[src/rtl/mac_vector.sv]
// Three-stage signed multiply-accumulate engine producing one dot product per LEN valid terms.
// Accumulation either saturates or wraps; ovf reports any overflow seen within the finished vector.
module mac_vector #(
  parameter int WIDTH     = 14,
  parameter int ACC_WIDTH = 28,
  parameter int LEN       = 4,
  parameter int SAT       = 1
) (
  input  logic                        clk,
  input  logic                        reset,
  input  logic                        clear,
  input  logic                        valid_in,
  input  logic signed [WIDTH-1:0]     a,
  input  logic signed [WIDTH-1:0]     b,
  output logic signed [ACC_WIDTH-1:0] f,
  output logic                        valid_out,
  output logic                        ovf
);

  localparam int PW = 2 * WIDTH;
  localparam int CW = (LEN > 1) ? $clog2(LEN) : 1;
  localparam logic [CW-1:0] CNT_LAST = CW'(LEN - 1);
  localparam logic signed [ACC_WIDTH-1:0] ACC_MAX = {1'b0, {(ACC_WIDTH-1){1'b1}}};
  localparam logic signed [ACC_WIDTH-1:0] ACC_MIN = {1'b1, {(ACC_WIDTH-1){1'b0}}};

  logic signed [WIDTH-1:0]     r_s1_a;
  logic signed [WIDTH-1:0]     r_s1_b;
  logic                        r_s1_v;
  logic signed [PW-1:0]        r_s2_p;
  logic                        r_s2_v;
  logic signed [ACC_WIDTH-1:0] r_acc;
  logic [CW-1:0]               r_cnt;
  logic                        r_sticky;

  logic signed [PW-1:0]        w_a_ext;
  logic signed [PW-1:0]        w_b_ext;
  logic signed [PW-1:0]        w_prod;
  logic signed [ACC_WIDTH-1:0] w_prod_ext;
  logic signed [ACC_WIDTH:0]   w_sum;
  logic                        w_ovf;
  logic signed [ACC_WIDTH-1:0] w_sum_res;
  logic                        w_last;

  // Operands are widened before multiplying so the full-precision product is kept.
  assign w_a_ext    = {{WIDTH{r_s1_a[WIDTH-1]}}, r_s1_a};
  assign w_b_ext    = {{WIDTH{r_s1_b[WIDTH-1]}}, r_s1_b};
  assign w_prod     = w_a_ext * w_b_ext;
  assign w_prod_ext = ACC_WIDTH'(r_s2_p);
  assign w_sum      = (ACC_WIDTH+1)'(r_acc) + (ACC_WIDTH+1)'(w_prod_ext);
  assign w_ovf      = w_sum[ACC_WIDTH] ^ w_sum[ACC_WIDTH-1];
  assign w_last     = (r_cnt == CNT_LAST);

  always_comb begin
    w_sum_res = w_sum[ACC_WIDTH-1:0];
    if ((SAT != 0) && w_ovf) begin
      w_sum_res = w_sum[ACC_WIDTH] ? ACC_MIN : ACC_MAX;
    end
  end

  always_ff @(posedge clk or negedge reset) begin
    if (!reset) begin
      r_s1_a <= '0;
      r_s1_b <= '0;
      r_s1_v <= 1'b0;
    end else begin
      r_s1_v <= valid_in & ~clear;
      if (valid_in) begin
        r_s1_a <= a;
        r_s1_b <= b;
      end
    end
  end

  always_ff @(posedge clk or negedge reset) begin
    if (!reset) begin
      r_s2_p <= '0;
      r_s2_v <= 1'b0;
    end else begin
      r_s2_v <= r_s1_v & ~clear;
      if (r_s1_v) begin
        r_s2_p <= w_prod;
      end
    end
  end

  // Clear wins over a completing term: the vector is dropped and f keeps its old value.
  always_ff @(posedge clk or negedge reset) begin
    if (!reset) begin
      r_acc     <= '0;
      r_cnt     <= '0;
      r_sticky  <= 1'b0;
      f         <= '0;
      valid_out <= 1'b0;
      ovf       <= 1'b0;
    end else begin
      valid_out <= 1'b0;
      ovf       <= 1'b0;
      if (clear) begin
        r_acc    <= '0;
        r_cnt    <= '0;
        r_sticky <= 1'b0;
      end else if (r_s2_v) begin
        if (w_last) begin
          f         <= w_sum_res;
          valid_out <= 1'b1;
          ovf       <= r_sticky | w_ovf;
          r_acc     <= '0;
          r_cnt     <= '0;
          r_sticky  <= 1'b0;
        end else begin
          r_acc    <= w_sum_res;
          r_cnt    <= r_cnt + 1'b1;
          r_sticky <= r_sticky | w_ovf;
        end
      end
    end
  end

endmodule

[config.mk]
export PLATFORM = sky130hd
export DESIGN_NAME = mac_vector
export DESIGN_NICKNAME = d
export VERILOG_FILES = /design/src/rtl/mac_vector.sv
export SDC_FILE = /design/constraint.sdc
export NUM_CORES = 1
export LEC_CHECK = 0
export CORE_MARGIN = 5
export CORE_UTILIZATION = 35
export CTS_BUF_LIST = sky130_fd_sc_hd__clkbuf_16
export DETAILED_ROUTE_END_ITERATION = 7
export GPL_TIMING_DRIVEN = 0
export PLACE_DENSITY = 0.56
export REMOVE_ABC_BUFFERS = 1
export SLEW_MARGIN = 40
export SYNTH_ARGS = -nofsm -noshare
export SYNTH_HDL_FRONTEND = slang
export SYNTH_SLANG_ARGS = --single-unit
[constraint.sdc]
create_clock -name clk -period 6.25 [get_ports clk]
set_input_delay 1.25 -clock clk [delete_from_list [all_inputs] [get_ports clk]]
set_output_delay 1.25 -clock clk [all_outputs]
set_load 0.1 [all_outputs]
==> impl_metrics.ini <==
[timing]
worst-slew-pin-transition_ns = 0.680
slew_headroom_pct = 54.7
final_number_of_hold_violating_endpoints = 0
timing_max_transition_violations_final = 0
achievable-frequency_mhz = 168
fin_skew_ns = 0.0183
final_min_period_over_clock_period_pct = 95.4
final_critical_path_setup_slack_ns = 0.290
total_setup_violations_reported_at_the_end_of_the_flow = 0
finalCriticalPeriod_ns = 5.96

[clocking]
cts_tree = yes
worstSkewPairLatency_ns = 0.45
tritoncts.num_buffers = 17
cts-htree-levels = 4
cts_root_buf = sky130_fd_sc_hd__clkbuf_16
cts_buffer_depth = 2
clkTransAtPathRegs_ns = 0.06
clock_sinks = 119

[drt]
detail_route.vias_per_cell = 4.80
post_detailed_routing_wire_length_mm = 29.5
detailedRoute.firstPassIterationCount = 5
dr_iter_0_viols = 352
wire_length_per_cell_um = 14.8
detail_route.drc_violations = 0
routed-via-count = 9577
antenna_left = 0

[finish]
total_number_of_nets_in_the_final_design = 1791
antenna_cells_inserted = 0
fillerInstances = 3825
area_growth_from_synthesis_to_layout_pct = 14.3
final_layout_size_suffix_gt1_share_pct = 13.9

[setup_path]
crit_path_start = r_s1_b[2]
cp_common_cell = sky130_fd_sc_hd__fa_1
startpoint_type = flop
crit_slowest_cell = sky130_fd_sc_hd__fa_1
cp-end-kind = flop
reg2reg_from = r_s1_b[2]
timing.critical_path.required_ns = 6.58
path_cells = buf_12 > and2_1 > fa_1 > inv_1 > fa_1 > inv_1 > fa_1 > fa_1 > fa_1 > inv_1 > fa_1 > inv_1 > ha_2 > a21oi_4 > a21oi_1 > a21o_1 > o21ai_4 > o21ai_2 > o21a_1 > or3_1 > a31o_2
top_family_by_delay_on_critical_path = adder cells
timing.critical_path.slowest_cell_delay_ns = 0.53
setup.worst_path.class = flop to flop
worst-path-buf-inv = 5
worst_ep_arrival_time_ns = 6.29
peak_fanout_along_the_critical_path = 6

[global_routing]
gr-max-usage-layer = met2
gr-usage-met1_pct = 18.9
largest_net_degree_at_the_start_of_global_routing = 51
grt.met3_usage_pct = 2.56
sum_of_overflow_across_all_layers_after_global_routing = 0
grt.met2_usage_pct = 26.8
wire_length_of_the_first_global_routing_pass_mm = 51.3
antenna_violations_before_repair = 0
vias_in_the_first_global_route = 10467
grt_util_all_layers_pct = 14.9

[logic_synthesis]
asyncSetResetFlopFracSynth_pct = 100
ys_ff_latch = 119
yosysSeqAreaShare_pct = 21.9
post-synth-top-count-cell = sky130_fd_sc_hd__inv_1
synth.area.top_cells = sky130_fd_sc_hd__fa_1 29%, sky130_fd_sc_hd__dfrtp_1 22%, sky130_fd_sc_hd__ha_1 9.0%, sky130_fd_sc_hd__inv_1 6.7%, sky130_fd_sc_hd__and2_1 4.6%
synth.largest_area_cell = sky130_fd_sc_hd__fa_1
synth_top_cells_by_count = 241 x sky130_fd_sc_hd__inv_1, 196 x sky130_fd_sc_hd__fa_1, 165 x sky130_fd_sc_hd__nand2_1, 119 x sky130_fd_sc_hd__dfrtp_1, 100 x sky130_fd_sc_hd__and2_1
synth_ff_type = sky130_fd_sc_hd__dfrtp_1
synthDominantCellAreaShare_pct = 28.9
synthesis.yosys.warnings = 0
synth.lib_cells_used.distinct = 67
synth-edff-count = 0
postSynthAreaPerCell_um2 = 9.66
synthesis.instances = 1404
synthesis.area_mm2 = 0.0136

[floorplanning]
core_region_area_mm2 = 0.0385
die_width_um = 207
boundaryPins = 62
die_height_um = 207
row_count = 72
floorplan.initialDensity_pct = 35.3
overall_die_area_mm2 = 0.0428

[run]
maxCapViolations = 0

[place]
portBuffers = 61
routabilityCongestion = 0.806
dpl.hpwl_mm = 23.3
detailedPlace.worstSlack_ns = -0.335

[min_path]
worstHoldPathType = flop to flop
hold_path.startpoint = f[3]

[outcome]
run_status = completed
[worst min-delay path: cells and delay by family, from the launching register on]
family          cells  cell delay (ns)
flops               1             0.34
compound gates      1             0.05
simple gates        1             0.05
[metal layers]
layer,vias up,share of wire (%)
met1,4905,44
met2,74,52
li1,4580,-
met4,0,0.95
met3,18,2.1
met5,-,0
[metrics by stage]
step                      util [%]  std cells  TNS [ns]  area (µm²)  hold WS, ns
after detailed placement      38.0       1940    -0.804       14600        0.465
after global placement        38.0       1933   -126.13       14600        0.462
after global routing          40.3       1995   -0.0191       15500        0.491
final                         40.3       1995         0       15500        0.470
after CTS                     39.6       1971         0       15300        0.479
after floorplan                  -       1354         0       13400        0.454
[path summary, 6_finish.rpt]
kind | endpoint | slack (ns) | cells after the start
setup reg to reg | r_s2_p[24] | 0.29 | 21
setup / recovery | r_s2_p[24] | 0.29 | 21
min in group asynchronous | r_s1_a[2] | 0.64 | 1
max in group asynchronous | f[26] | 4.78 | 3
hold reg to reg | f[3] | 0.47 | 2
hold / removal | f[3] | 0.47 | 2
[layout by cell type (no fill, tap or decap), types with 12 or more instances in the layout]
cell type and count:
sky130_fd_sc_hd__a211oi_1 13, sky130_fd_sc_hd__a21o_1 19, sky130_fd_sc_hd__a21oi_1 41, sky130_fd_sc_hd__and2_1 100
sky130_fd_sc_hd__buf_2 33, sky130_fd_sc_hd__buf_4 23, sky130_fd_sc_hd__clkbuf_16 17, sky130_fd_sc_hd__clkdlybuf4s50_1 29
sky130_fd_sc_hd__dfrtp_1 95, sky130_fd_sc_hd__dfrtp_2 23, sky130_fd_sc_hd__fa_1 195, sky130_fd_sc_hd__ha_1 95
sky130_fd_sc_hd__inv_1 243, sky130_fd_sc_hd__mux2_2 50, sky130_fd_sc_hd__nand2_1 165, sky130_fd_sc_hd__nor2_1 51
sky130_fd_sc_hd__nor3_1 12, sky130_fd_sc_hd__o21ai_0 54, sky130_fd_sc_hd__o31ai_1 19, sky130_fd_sc_hd__xnor2_1 41
sky130_fd_sc_hd__xor2_1 13
[flip-flops by register name, summed over array words and instances, names as in the netlist]
name,count
f,28
ovf,1
r_acc,28
r_cnt,2
r_s1_a,14
r_s1_b,14
r_s1_v,1
r_s2_p,28
r_s2_v,1
r_sticky,1
valid_out,1
[timing repair]
action | CTS | global route
buffers inserted | 0 | 24
cloned | 0 | 0
gates resized for setup | 13 | 30
setup endpoints to repair | 8 | 9
pin swaps | 0 | 5
hold buffers | 0 | 0
[logic make-up (layout without fill, tap and decap cells)]
group | Yosys count | after routing | share of synthesized area, %
mux | 53 | 53 | 4.37
flops | 119 | 119 | 21.9
xor+xnor | 54 | 54 | 3.49
buf+inv | 292 | 365 | 8.12
fa+ha+maj | 294 | 294 | 38.0
simple gates | 380 | 380 | 13.5
compound gates | 212 | 212 | 10.6
[area by class of cell]
type                       instances  area (µm²)  share of cell area (%)
clock buffer                      17         425                    2.74
clock inverter                    14         160                    1.03
multi-input combinational        993        9580                    61.7
sequential                       119        3010                    19.4
tap                              518         648                    4.18
timing repair buffer              92         778                    5.02
inverter                         242         911                    5.87
Power is left out: the tool's default activity adds up to more than one toggle a clock period on the data nets, which glitch-free logic cannot reach.
